## config.mk

```make
export PLATFORM = sky130hd
export DESIGN_NAME = frame_writeback_ctrl
export DESIGN_NICKNAME = d
export VERILOG_FILES = /design/src/rtl/frame_wb_pkg.sv /design/src/rtl/row_fifo.sv /design/src/rtl/frame_writeback_ctrl.sv
export SDC_FILE = /design/constraint.sdc
export NUM_CORES = 1
export LEC_CHECK = 0
export ABC_AREA = 0
export BUFFER_PORTS_ARGS = -buffer_cell sky130_fd_sc_hd__buf_2
export CORE_MARGIN = 2
export CORE_UTILIZATION = 24
export CTS_CLUSTER_SIZE = 14
export DETAILED_ROUTE_END_ITERATION = 6
export HOLD_SLACK_MARGIN = 0.05
export PLACE_DENSITY = 0.4
export SYNTH_ARGS = -nofsm -noshare
export SYNTH_HDL_FRONTEND = slang
export SYNTH_HIERARCHICAL = 1
export SYNTH_SLANG_ARGS = --single-unit
```

## constraint.sdc

```tcl
create_clock -name clk -period 2.7 [get_ports clk]
set_input_delay 0.27 -clock clk [delete_from_list [all_inputs] [get_ports clk]]
set_output_delay 0.27 -clock clk [all_outputs]
set_load 0.005 [all_outputs]
```

## src/rtl/frame_wb_pkg.sv

```systemverilog
// Shared types and constants for the frame write-back controller.
// Latency: none (declarations only).
// Backpressure: none (declarations only).
// Contents: controller state enum, default buffer bases, word-select constants.
package frame_wb_pkg;

  typedef enum logic [2:0] {
    IDLE  = 3'd0,
    START = 3'd1,
    RUN   = 3'd2,
    DRAIN = 3'd3,
    SWAP  = 3'd4
  } state_e;

  localparam int unsigned DEF_BASE0 = 0;
  localparam int unsigned DEF_BASE1 = 128;

  // Which half of the current FIFO head the writer emits next.
  localparam logic WORD_LO = 1'b0;
  localparam logic WORD_HI = 1'b1;

endpackage

```

## src/rtl/row_fifo.sv

```systemverilog
// Two-entry row buffer between the coprocessor strobe and the RAM writer.
// Latency: a pushed row is visible on head_dat the cycle after the push edge.
// Backpressure: a push while full is accepted only if a pop happens in the same cycle, otherwise discarded.
// Ports: clk/reset (async active-low), push/push_dat in, pop in, head_dat/full/empty out.
module row_fifo #(
  parameter int W = 64
) (
  input  logic         clk,
  input  logic         reset,
  input  logic         push,
  input  logic [W-1:0] push_dat,
  input  logic         pop,
  output logic [W-1:0] head_dat,
  output logic         full,
  output logic         empty
);

  logic [W-1:0] mem_q [2];
  logic [W-1:0] mem_d [2];
  logic         wr_ptr_q, wr_ptr_d;
  logic         rd_ptr_q, rd_ptr_d;
  logic [1:0]   cnt_q, cnt_d;
  logic         do_push, do_pop;

  assign full     = (cnt_q == 2'd2);
  assign empty    = (cnt_q == 2'd0);
  assign do_pop   = pop & ~empty;
  // A pop in the same cycle frees the slot the push lands in.
  assign do_push  = push & (~full | do_pop);
  assign head_dat = mem_q[rd_ptr_q];

  always_comb begin
    mem_d    = mem_q;
    wr_ptr_d = wr_ptr_q;
    rd_ptr_d = rd_ptr_q;
    cnt_d    = cnt_q + {1'b0, do_push} - {1'b0, do_pop};
    if (do_push) begin
      mem_d[wr_ptr_q] = push_dat;
      wr_ptr_d        = ~wr_ptr_q;
    end
    if (do_pop) begin
      rd_ptr_d = ~rd_ptr_q;
    end
  end

  always_ff @(posedge clk or negedge reset) begin
    if (!reset) begin
      mem_q    <= '{default: '0};
      wr_ptr_q <= 1'b0;
      rd_ptr_q <= 1'b0;
      cnt_q    <= 2'd0;
    end else begin
      mem_q    <= mem_d;
      wr_ptr_q <= wr_ptr_d;
      rd_ptr_q <= rd_ptr_d;
      cnt_q    <= cnt_d;
    end
  end

endmodule

```

## src/rtl/frame_writeback_ctrl.sv

```systemverilog
// Sequences one coprocessor frame into a double-buffered RAM, two 32-bit writes per 64-bit row.
// Latency: row strobed at edge t -> low word write registered at t+1, high word at t+2; 1 row / 2 cycles.
// Backpressure: none upstream; rows that find the 2-entry buffer full (no same-cycle pop) are dropped and flagged.
// Ports: start/cop_start handshake, cop_line/cop_row/cop_done from coprocessor, wr_en/wr_addr/wr_data to RAM,
//        disp_base to VGA reader, frame_ready/busy/overflow/rows_written status.
module frame_writeback_ctrl
  import frame_wb_pkg::*;
#(
  parameter int          ROW_W  = 64,
  parameter int          WORD_W = 32,
  parameter int          ROWS   = 64,
  parameter int          ADDR_W = 12,
  parameter int unsigned BASE0  = DEF_BASE0,
  parameter int unsigned BASE1  = DEF_BASE1
) (
  input  logic              clk,
  input  logic              reset,
  input  logic              start,
  output logic              cop_start,
  input  logic              cop_line,
  input  logic [ROW_W-1:0]  cop_row,
  input  logic              cop_done,
  output logic              wr_en,
  output logic [ADDR_W-1:0] wr_addr,
  output logic [WORD_W-1:0] wr_data,
  output logic [ADDR_W-1:0] disp_base,
  output logic              frame_ready,
  output logic              busy,
  output logic              overflow,
  output logic [6:0]        rows_written
);

  localparam logic [ADDR_W-1:0] BASE0_A = ADDR_W'(BASE0);
  localparam logic [ADDR_W-1:0] BASE1_A = ADDR_W'(BASE1);
  localparam logic [6:0]        ROWS_C  = 7'(ROWS);

  state_e              state_q, state_d;
  logic [ADDR_W-1:0]   target_q, target_d;
  logic [ADDR_W-1:0]   disp_base_q, disp_base_d;
  logic                overflow_q, overflow_d;
  logic [6:0]          rows_written_q, rows_written_d;
  logic [6:0]          rows_acc_q, rows_acc_d;
  logic                phase_q, phase_d;
  logic                wr_en_q, wr_en_d;
  logic [ADDR_W-1:0]   wr_addr_q, wr_addr_d;
  logic [WORD_W-1:0]   wr_data_q, wr_data_d;

  logic                fifo_push, fifo_pop, fifo_full, fifo_empty;
  logic [ROW_W-1:0]    fifo_head;
  logic [ADDR_W-1:0]   row_addr;
  logic                writer_on;

  row_fifo #(.W(ROW_W)) u_row_fifo (
    .clk      (clk),
    .reset    (reset),
    .push     (fifo_push),
    .push_dat (cop_row),
    .pop      (fifo_pop),
    .head_dat (fifo_head),
    .full     (fifo_full),
    .empty    (fifo_empty)
  );

  assign row_addr  = target_q + ADDR_W'({rows_written_q, 1'b0});
  assign writer_on = (state_q == RUN) || (state_q == DRAIN);

  always_comb begin
    state_d        = state_q;
    target_d       = target_q;
    disp_base_d    = disp_base_q;
    overflow_d     = overflow_q;
    rows_written_d = rows_written_q;
    rows_acc_d     = rows_acc_q;
    phase_d        = phase_q;
    wr_en_d        = 1'b0;
    wr_addr_d      = wr_addr_q;
    wr_data_d      = wr_data_q;
    fifo_pop       = 1'b0;
    fifo_push      = 1'b0;

    // Writer: the row stays at the FIFO head for both words and is popped
    // on the high-word cycle, so a full FIFO can only take a row then.
    if (writer_on && !fifo_empty) begin
      wr_en_d = 1'b1;
      if (phase_q == WORD_LO) begin
        wr_addr_d = row_addr;
        wr_data_d = fifo_head[WORD_W-1:0];
        phase_d   = WORD_HI;
      end else begin
        wr_addr_d      = row_addr + ADDR_W'(1);
        wr_data_d      = fifo_head[WORD_W +: WORD_W];
        phase_d        = WORD_LO;
        fifo_pop       = 1'b1;
        rows_written_d = rows_written_q + 7'd1;
      end
    end

    // Row intake: only in RUN and only until a full frame has been accepted.
    if (cop_line && (state_q == RUN) && (rows_acc_q < ROWS_C) && (!fifo_full || fifo_pop)) begin
      fifo_push  = 1'b1;
      rows_acc_d = rows_acc_q + 7'd1;
    end
    if (cop_line && (((state_q == RUN) && !fifo_push) || (state_q == DRAIN))) begin
      overflow_d = 1'b1;
    end

    case (state_q)
      IDLE: begin
        if (start) begin
          state_d        = START;
          overflow_d     = 1'b0;
          rows_written_d = 7'd0;
          rows_acc_d     = 7'd0;
          target_d       = (disp_base_q == BASE0_A) ? BASE1_A : BASE0_A;
        end
      end
      START: state_d = RUN;
      RUN: begin
        if (cop_done || (rows_written_q == ROWS_C)) begin
          state_d = DRAIN;
        end
      end
      DRAIN: begin
        if (fifo_empty && (phase_q == WORD_LO)) begin
          state_d = SWAP;
        end
      end
      SWAP: begin
        disp_base_d = target_q;
        state_d     = IDLE;
      end
      default: state_d = IDLE;
    endcase
  end

  always_ff @(posedge clk or negedge reset) begin
    if (!reset) begin
      state_q        <= IDLE;
      target_q       <= BASE1_A;
      disp_base_q    <= BASE0_A;
      overflow_q     <= 1'b0;
      rows_written_q <= 7'd0;
      rows_acc_q     <= 7'd0;
      phase_q        <= WORD_LO;
      wr_en_q        <= 1'b0;
      wr_addr_q      <= '0;
      wr_data_q      <= '0;
    end else begin
      state_q        <= state_d;
      target_q       <= target_d;
      disp_base_q    <= disp_base_d;
      overflow_q     <= overflow_d;
      rows_written_q <= rows_written_d;
      rows_acc_q     <= rows_acc_d;
      phase_q        <= phase_d;
      wr_en_q        <= wr_en_d;
      wr_addr_q      <= wr_addr_d;
      wr_data_q      <= wr_data_d;
    end
  end

  assign cop_start    = (state_q == START);
  assign frame_ready  = (state_q == SWAP);
  assign busy         = (state_q != IDLE);
  assign wr_en        = wr_en_q;
  assign wr_addr      = wr_addr_q;
  assign wr_data      = wr_data_q;
  assign disp_base    = disp_base_q;
  assign overflow     = overflow_q;
  assign rows_written = rows_written_q;

endmodule
```

Word level (Yosys, flattened, before mapping)
Index checks and enable logic that the tools add are counted.
{"block": "word_totals", "ram_bits": 0, "n_memories": 0, "latch_bits": 0, "ff_bits": 220, "rom_bits": 0, "word_cells": 93}
{"block": "classes", "mux": 28, "n_lt_le_gt_ge": 4, "div": 0, "multipliers": 0, "reduce_logical": 21, "bitwise": 10, "n_addsub": 6, "n_eq_ne": 9, "shift": 0}
{"cell": "$mux W64", "count": 4}
{"cell": "$bwmux W128", "count": 1}
{"cell": "$demux W64 S1", "count": 1}
{"cell": "$mux W7", "count": 7}
{"cell": "$mux W32", "count": 1}
{"cell": "$add A7 B1 Y7 const B", "count": 2}
{"cell": "$add A12 B1 Y12 const B", "count": 1}
{"cell": "$add A12 B8 Y12", "count": 1}
{"cell": "$logic_not A12 Y1", "count": 1}
{"cell": "$mux W12", "count": 1}
{"cell": "$pmux W3 S4", "count": 1}
{"cell": "$mux W3", "count": 3}
{"cell": "$logic_and A1 B1 Y1", "count": 8}
{"cell": "$mux W1", "count": 8}
{"cell": "$mux W8", "count": 1}
{"cell": "$eq A7 B7 Y1 const B", "count": 1}
{"cell": "$lt A7 B7 Y1 const B", "count": 1}
{"cell": "$eq A3 B2 Y1 const B", "count": 2}
{"cell": "$not A1 Y1", "count": 5}
{"cell": "$ge A2 B2 Y1 const B", "count": 2}
{"cell": "$logic_or A1 B1 Y1", "count": 4}
{"cell": "$ne A2 B1 Y1 const B", "count": 2}
{"cell": "$not A1 Y2", "count": 2}
{"cell": "$eq A3 B1 Y1 const B", "count": 1}
{"cell": "other kinds (14)", "count": 17}

Depth between registers and ports, before layout
{"block": "depth", "depth_word": 14, "mapped_depth": 11, "depth_no_buf": 10}

By module
The synthesis kept the hierarchy.
{"mod": "row_fifo", "n_inst": 1, "seq_area_each_um2": 3303.2, "area_per_inst_um2": 6338.6, "cells_each": 359}
{"mod": "frame_writeback_ctrl", "n_inst": 1, "seq_area_each_um2": 1577.8, "area_per_inst_um2": 3051.7, "cells_each": 288}

Least setup slack after synthesis
OpenSTA, ideal clock, no wires.
{"block": "synth_path", "kind": "register to register", "startpoint": "register u_row_fifo.cnt_q[1]", "endpoint": "register u_row_fifo/mem_q[10] (netlist bit)", "path_stages_with_launch": 10, "slack_ns": 0.299, "arrival_time_ns": 2.276, "setup_ns": 0.125, "cell_sequence": "dfrtp_1 > nor2_1 > nand4bb_1 > buf_2 > clkinv_1 > or3b_1 > and3_4 > buf_12 > buf_12 > mux2_4"}
{"block": "synth_between", "elab_chain_cells": 8, "word_cells_on_any_way": 14, "classes_between": "1 x eq/ne; 2 x mux; 5 x bitwise; 6 x reduce/logical"}
{"element": "from (decl)", "line": "row_fifo.sv:22", "text": "logic [1:0] cnt_q, cnt_d;"}
{"element": "from (signal assigned)", "line": "row_fifo.sv:56", "text": "cnt_q <= cnt_d;"}
{"element": "$logic_not A2 Y1 *", "line": "row_fifo.sv:26", "text": "assign empty = (cnt_q == 2'd0);"}
{"element": "named net fifo_empty", "line": "frame_writeback_ctrl.sv:48", "text": "logic fifo_push, fifo_pop, fifo_full, fifo_empty;"}
{"element": "$logic_not A1 Y1 *", "line": "frame_writeback_ctrl.sv:83", "text": "if (writer_on && !fifo_empty) begin"}
{"element": "$logic_and A1 B1 Y1 *", "line": "frame_writeback_ctrl.sv:83"}
{"element": "$mux W1 *", "line": "frame_writeback_ctrl.sv:83"}
{"element": "named net fifo_pop", "line": "frame_writeback_ctrl.sv:48"}
{"element": "$logic_or A1 B1 Y1", "line": "frame_writeback_ctrl.sv:99", "text": "if (cop_line && (state_q == RUN) && (rows_acc_q < ROWS_C) && (!fifo_full || fifo_pop)) begin"}
{"element": "$logic_and A1 B1 Y1", "line": "frame_writeback_ctrl.sv:99"}
{"element": "$mux W1", "line": "frame_writeback_ctrl.sv:99"}
{"element": "$and A1 B1 Y1 *", "line": "row_fifo.sv:29", "text": "assign do_push = push & (~full | do_pop);"}
{"element": "to (signal assigned)", "line": "row_fifo.sv:53", "text": "mem_q <= mem_d;"}
{"element": "to (decl)", "line": "row_fifo.sv:18", "text": "logic [W-1:0] mem_q [2];"}
Mark *: on every way through the listed nets, which the timed path passes. The rest lies on a longest branch.
A chain may end at the register's enable or synchronous reset.

Worst setup path after layout
{"block": "layout_path", "startpoint": "register state_q[1]", "endpoint": "register u_row_fifo/mem_q[1] (netlist bit)"}
{"block": "layout_between", "elab_chain_cells": 8, "word_cells_on_any_way": 13, "classes_between": "2 x eq/ne; 2 x mux; 3 x bitwise; 6 x reduce/logical"}
{"element": "from (decl)", "line": "frame_writeback_ctrl.sv:37", "text": "state_e state_q, state_d;"}
{"element": "from (signal assigned)", "line": "frame_writeback_ctrl.sv:149", "text": "state_q <= state_d;"}
{"element": "$eq A3 B2 Y1, on equally long branches", "line": "frame_writeback_ctrl.sv:65, frame_writeback_ctrl.sv:99"}
{"element": "$logic_or A1 B1 Y1", "line": "frame_writeback_ctrl.sv:65", "text": "assign writer_on = (state_q == RUN) || (state_q == DRAIN);"}
{"element": "$logic_and A1 B1 Y1", "line": "frame_writeback_ctrl.sv:83"}
{"element": "$mux W1", "line": "frame_writeback_ctrl.sv:83"}
{"element": "$logic_or A1 B1 Y1", "line": "frame_writeback_ctrl.sv:99"}
{"element": "$logic_and A1 B1 Y1 *", "line": "frame_writeback_ctrl.sv:99"}
{"element": "$mux W1 *", "line": "frame_writeback_ctrl.sv:99"}
{"element": "named net fifo_push", "line": "frame_writeback_ctrl.sv:48"}
{"element": "$and A1 B1 Y1 *", "line": "row_fifo.sv:29"}
Marks and branches as above.

==> impl.org <==
** Outcome
- Status :: finished clean

** Detailed routing
- In this run the remaining antenna-violating nets after routing total 0.
- Total via count after detailed routing :: 5364
- Detailed Route WL :: 21500 um
- Wire length per cell :: 15.9 um
- Summed over all nets, wire length on met2 after detailed routing comes to 9330 um.
- Uppermost metal layer occupied by signal nets :: met5
- For this run, design rule violations remaining after detail routing come to 0.
- After detailed routing, the number of vias per cell comes to 3.96.
- Count of routing violations after the opening detailed-route iteration :: 173
- For this block, wires on met1 add up to 11100 um.
- Routed length on met3 :: 867 um
- Before antenna repair, the detailed router went through 4 iterations.

** Clocking
- Once the clock tree was built, the resizer swapped 0 gates to a different size.
- TritonCTS clock tree :: done
- Clock transition at the register clock pins on the worst setup and hold paths after CTS :: 0.07 ns
- Post-CTS timing repair inserted 0 buffers for setup.
- Insertion delay to the later sink of the worst-skew pair :: 0.45 ns
- Longest Clk Path Bufs :: 2
- The tree is rooted in a clkbuf_16.
- Number of CTS-inserted buffers :: 17
- The H-tree was split into 4 levels.
- Hold-fix buffers at CTS :: 53
- Number of sinks driven by the clock tree :: 195

** Critical path
- On the worst path, the slowest cell contributes a delay of 0.53 ns.
- Slowest CP cell :: dfrtp_1
- The worst setup path is launched from a flip-flop.
- WP data arrival :: 2.66 ns
- STA puts the critical path data required time at 3.03 ns.
- In this run the register-to-register setup slack is 0.36 ns.
- Walking the worst path, the cells encountered are nand4bb_1, a211oi_4, and3_4, buf_12, mux2_1.
- Class of the most critical setup path :: flip-flop to flip-flop
- CP max FO :: 33
- STA classifies the critical path endpoint as a flip-flop.

** Run
- Across the run, the number of max-cap violations was 0.

** Power
- Switching power summed over all nets :: 4640 uW
- The worst-case IR drop observed on VDD is 0.000459 V.
- Internal power :: 9640 uW
- Combinational fraction of design power :: 0.433
- Of the total power, registers draw 0.378.
- For this design the static power due to leakage is 0.00529 uW.
- Of the total power, the share spent switching nets is 0.325.
- Of the total power, the clock network draws 0.188.
- Power spread over the standard cell area amounts to 1230 nW/um^2.

** Yosys
- Share of the synthesized area in the top cell type :: 0.517
- For this run, the register share of the synthesized area comes to 0.520.
- Post-synthesis cell area :: 9390 um^2
- Flops & latches, synth :: 195
- Of all flip-flops after synthesis, the portion carrying an async set or reset was 1.00.
- Post-synthesis cell type with the largest combined area :: dfrtp_1
- Cells taking the most area after synthesis :: dfrtp_1 (52%), mux2_4 (19%), mux2_2 (8.6%)
- Yosys cell types :: 46
- Number of instances in the synthesized netlist :: 647
- Number of flops mapped to enable cells by yosys :: 0
- The most used flip-flop cell after synthesis is dfrtp_1.
- Yosys warns :: 6
- Mean post-synth cell area :: 14.5 um^2

** Global routing
- GRT Util Overall :: 0.112
- Gr ovfl total :: 0
- The via count of the first global-routing pass was 5864.
- Entering global routing, the biggest net connects 72 pins.
- The first global-routing pass estimated 34900 um of wire.
- The initial antenna violation count was 3.

** Timing
- Relative max-transition margin :: 0.485
- Worst setup skew after layout :: 0.0118 ns
- Endpoints failing hold :: 0
- Worst Setup Slack, final :: 0.361 ns
- Final worst-path cycle share :: 0.866
- Number of max-slew violations in the final report :: 0
- Number of failing setup endpoints in the final timing report :: 0
- After layout, the minimum clock period comes to 2.34 ns.
- Transition time at the pin with the least slew margin :: 0.772 ns
- Setup TNS :: 0 ns
- Derived from the worst setup path, the maximum achievable clock frequency is 0.428 GHz.
- Unrepaired setup endpoints after global routing :: no

** Finish
- Net count, final :: 897
- Final core utilization :: 0.300
- In the final layout, the share of cells above drive strength 1 is 0.454.
- Most common cell after layout, fill and taps aside :: dfrtp_1
- P&R area growth vs syn :: 23.6%
- Final non-filler cell total :: 1355
- The library cells used most frequently in the layout, excluding fill and tap cells, are dfrtp_1 (192), buf_2 (121), mux2_4 (120), mux2_2 (72), dlygate4sd3_1 (54).
- Fillcell total :: 3944

** Place
- Worst setup timing slack at the placement stage :: 0.349 ns
- Total of buffers placed on input and output ports :: 122
- GP Congestion :: 0.674
- Half-perimeter wire length of the detailed placement result :: 13600 um
- Total instance count after detailed placement :: 1267

** Die
- Area of the core :: 38600 um^2
- The die covers 40700 um^2.
- Site Rows :: 72
- Top-level I/O count :: 137
- Initial Utilization :: 0.243
- From bottom edge to top edge, the die measures 202 um.
- Die boundary width :: 202 um

** Min path
- The worst hold path belongs to the class primary input to flip-flop.
## flip-flops by register name, indices dropped and copies added (netlist names)
| signal | count |
|---|---|
| u_row_fifo/rd_ptr_q | 1 |
| wr_en | 1 |
| rows_acc_q | 7 |
| phase_q | 1 |
| rows_written | 7 |
| disp_base | 1 |
| target_q | 1 |
| overflow | 1 |
| u_row_fifo/mem_q | 128 |
| u_row_fifo/wr_ptr_q | 1 |
| state_q | 3 |
| wr_addr | 9 |
| u_row_fifo/cnt_q | 2 |
| wr_data | 32 |
## metal layers
metal / track usage / vias up
met2: 0.159 / 86
met1: 0.161 / 2667
met3: 0.0334 / 17
met5: 0 / -
li1: - / 2592
met4: 0.0339 / 2
## worst paths after layout
| kind | startpoint | endpoint | depth (start not counted) |
|---|---|---|---|
| max in group asynchronous | reset | u_row_fifo/mem_q[48]$_DFFE_PN0P_ | 3 |
| max | state_q[1]$_DFFE_PN0P_ | u_row_fifo/mem_q[1]$_DFFE_PN0P_ | 5 |
| max reg2reg | state_q[1]$_DFFE_PN0P_ | u_row_fifo/mem_q[1]$_DFFE_PN0P_ | 5 |
| min in group asynchronous | reset | wr_addr[7]$_DFFE_PN0N_ | 2 |
| min | cop_row[9] | u_row_fifo/mem_q[9]$_DFFE_PN0P_ | 2 |
| min reg2reg | disp_base[7]$_DFFE_PN0P_ | target_q[7]$_DFFE_PN1P_ | 1 |
## cells by family after synthesis
kind of cell             after synthesis  synth area share
AND/OR/NAND/NOR                       87            0.0436
multiplexers                         236             0.326
buffers and inverters                 64            0.0601
other                                  1          0.000399
adder cells (fa/ha/maj)                6           0.00799
XOR/XNOR                              12            0.0112
AO/OA/AOI/OAI                         46            0.0306
flip-flops                           195             0.520
## synthesized netlist by cell type (all sizes together) (2+ instances only)
cell	number
buf	49
nand4	5
a21oi	34
mux2i	35
o21ai	2
or3b	2
xnor2	5
mux2	201
a2111oi	2
nor2b	3
xor2	7
nor3b	3
nand2	18
clkbuf	8
nor2	47
and3	2
inv	6
dfrtp	194
ha	6
## through the flow
step	cell area [um^2]	power, uW	hold WS [ns]
5_1_grt	11600	15400	0.0628
3_5_place_dp	10500	11700	0.157
4_1_cts	11600	14600	0.0503
2_1_floorplan	9440	10100	-0.0256
3_3_place_gp	10500	11700	0.153
6_report	11600	14300	0.0888
## final cells by class
class / instances / area (um^2) / area share
flip-flops and latches: 195 / 4890 / 0.421
multi-input cells: 401 / 4000 / 0.345
well taps: 518 / 648 / 0.0558
repair buffers: 200 / 1440 / 0.124
clock inverters: 12 / 156 / 0.0135
diodes: 2 / 5.00 / 0.000431
inverters: 7 / 26.3 / 0.00226
clock buffers: 20 / 447 / 0.0385
## critical path: cells and delay by family, from the launching register on
kind / cells / cell delay [ns]
AO/OA/AOI/OAI: 1 / 0.41
buffers and inverters: 1 / 0.27
flip-flops: 1 / 0.53
multiplexers: 1 / 0.36
AND/OR/NAND/NOR: 2 / 0.61
## power groups by stage
stage                     clock network [uW]  logic [uW]  registers (uW)
after floorplan                            0        5000            5100
after global placement                     0        6180            5480
after detailed placement                   0        6230            5460
after CTS                               2820        6340            5430
after global routing                    2920        6840            5640
final                                   2690        6190            5400
Note: power is estimated with default switching activity, not from simulation.
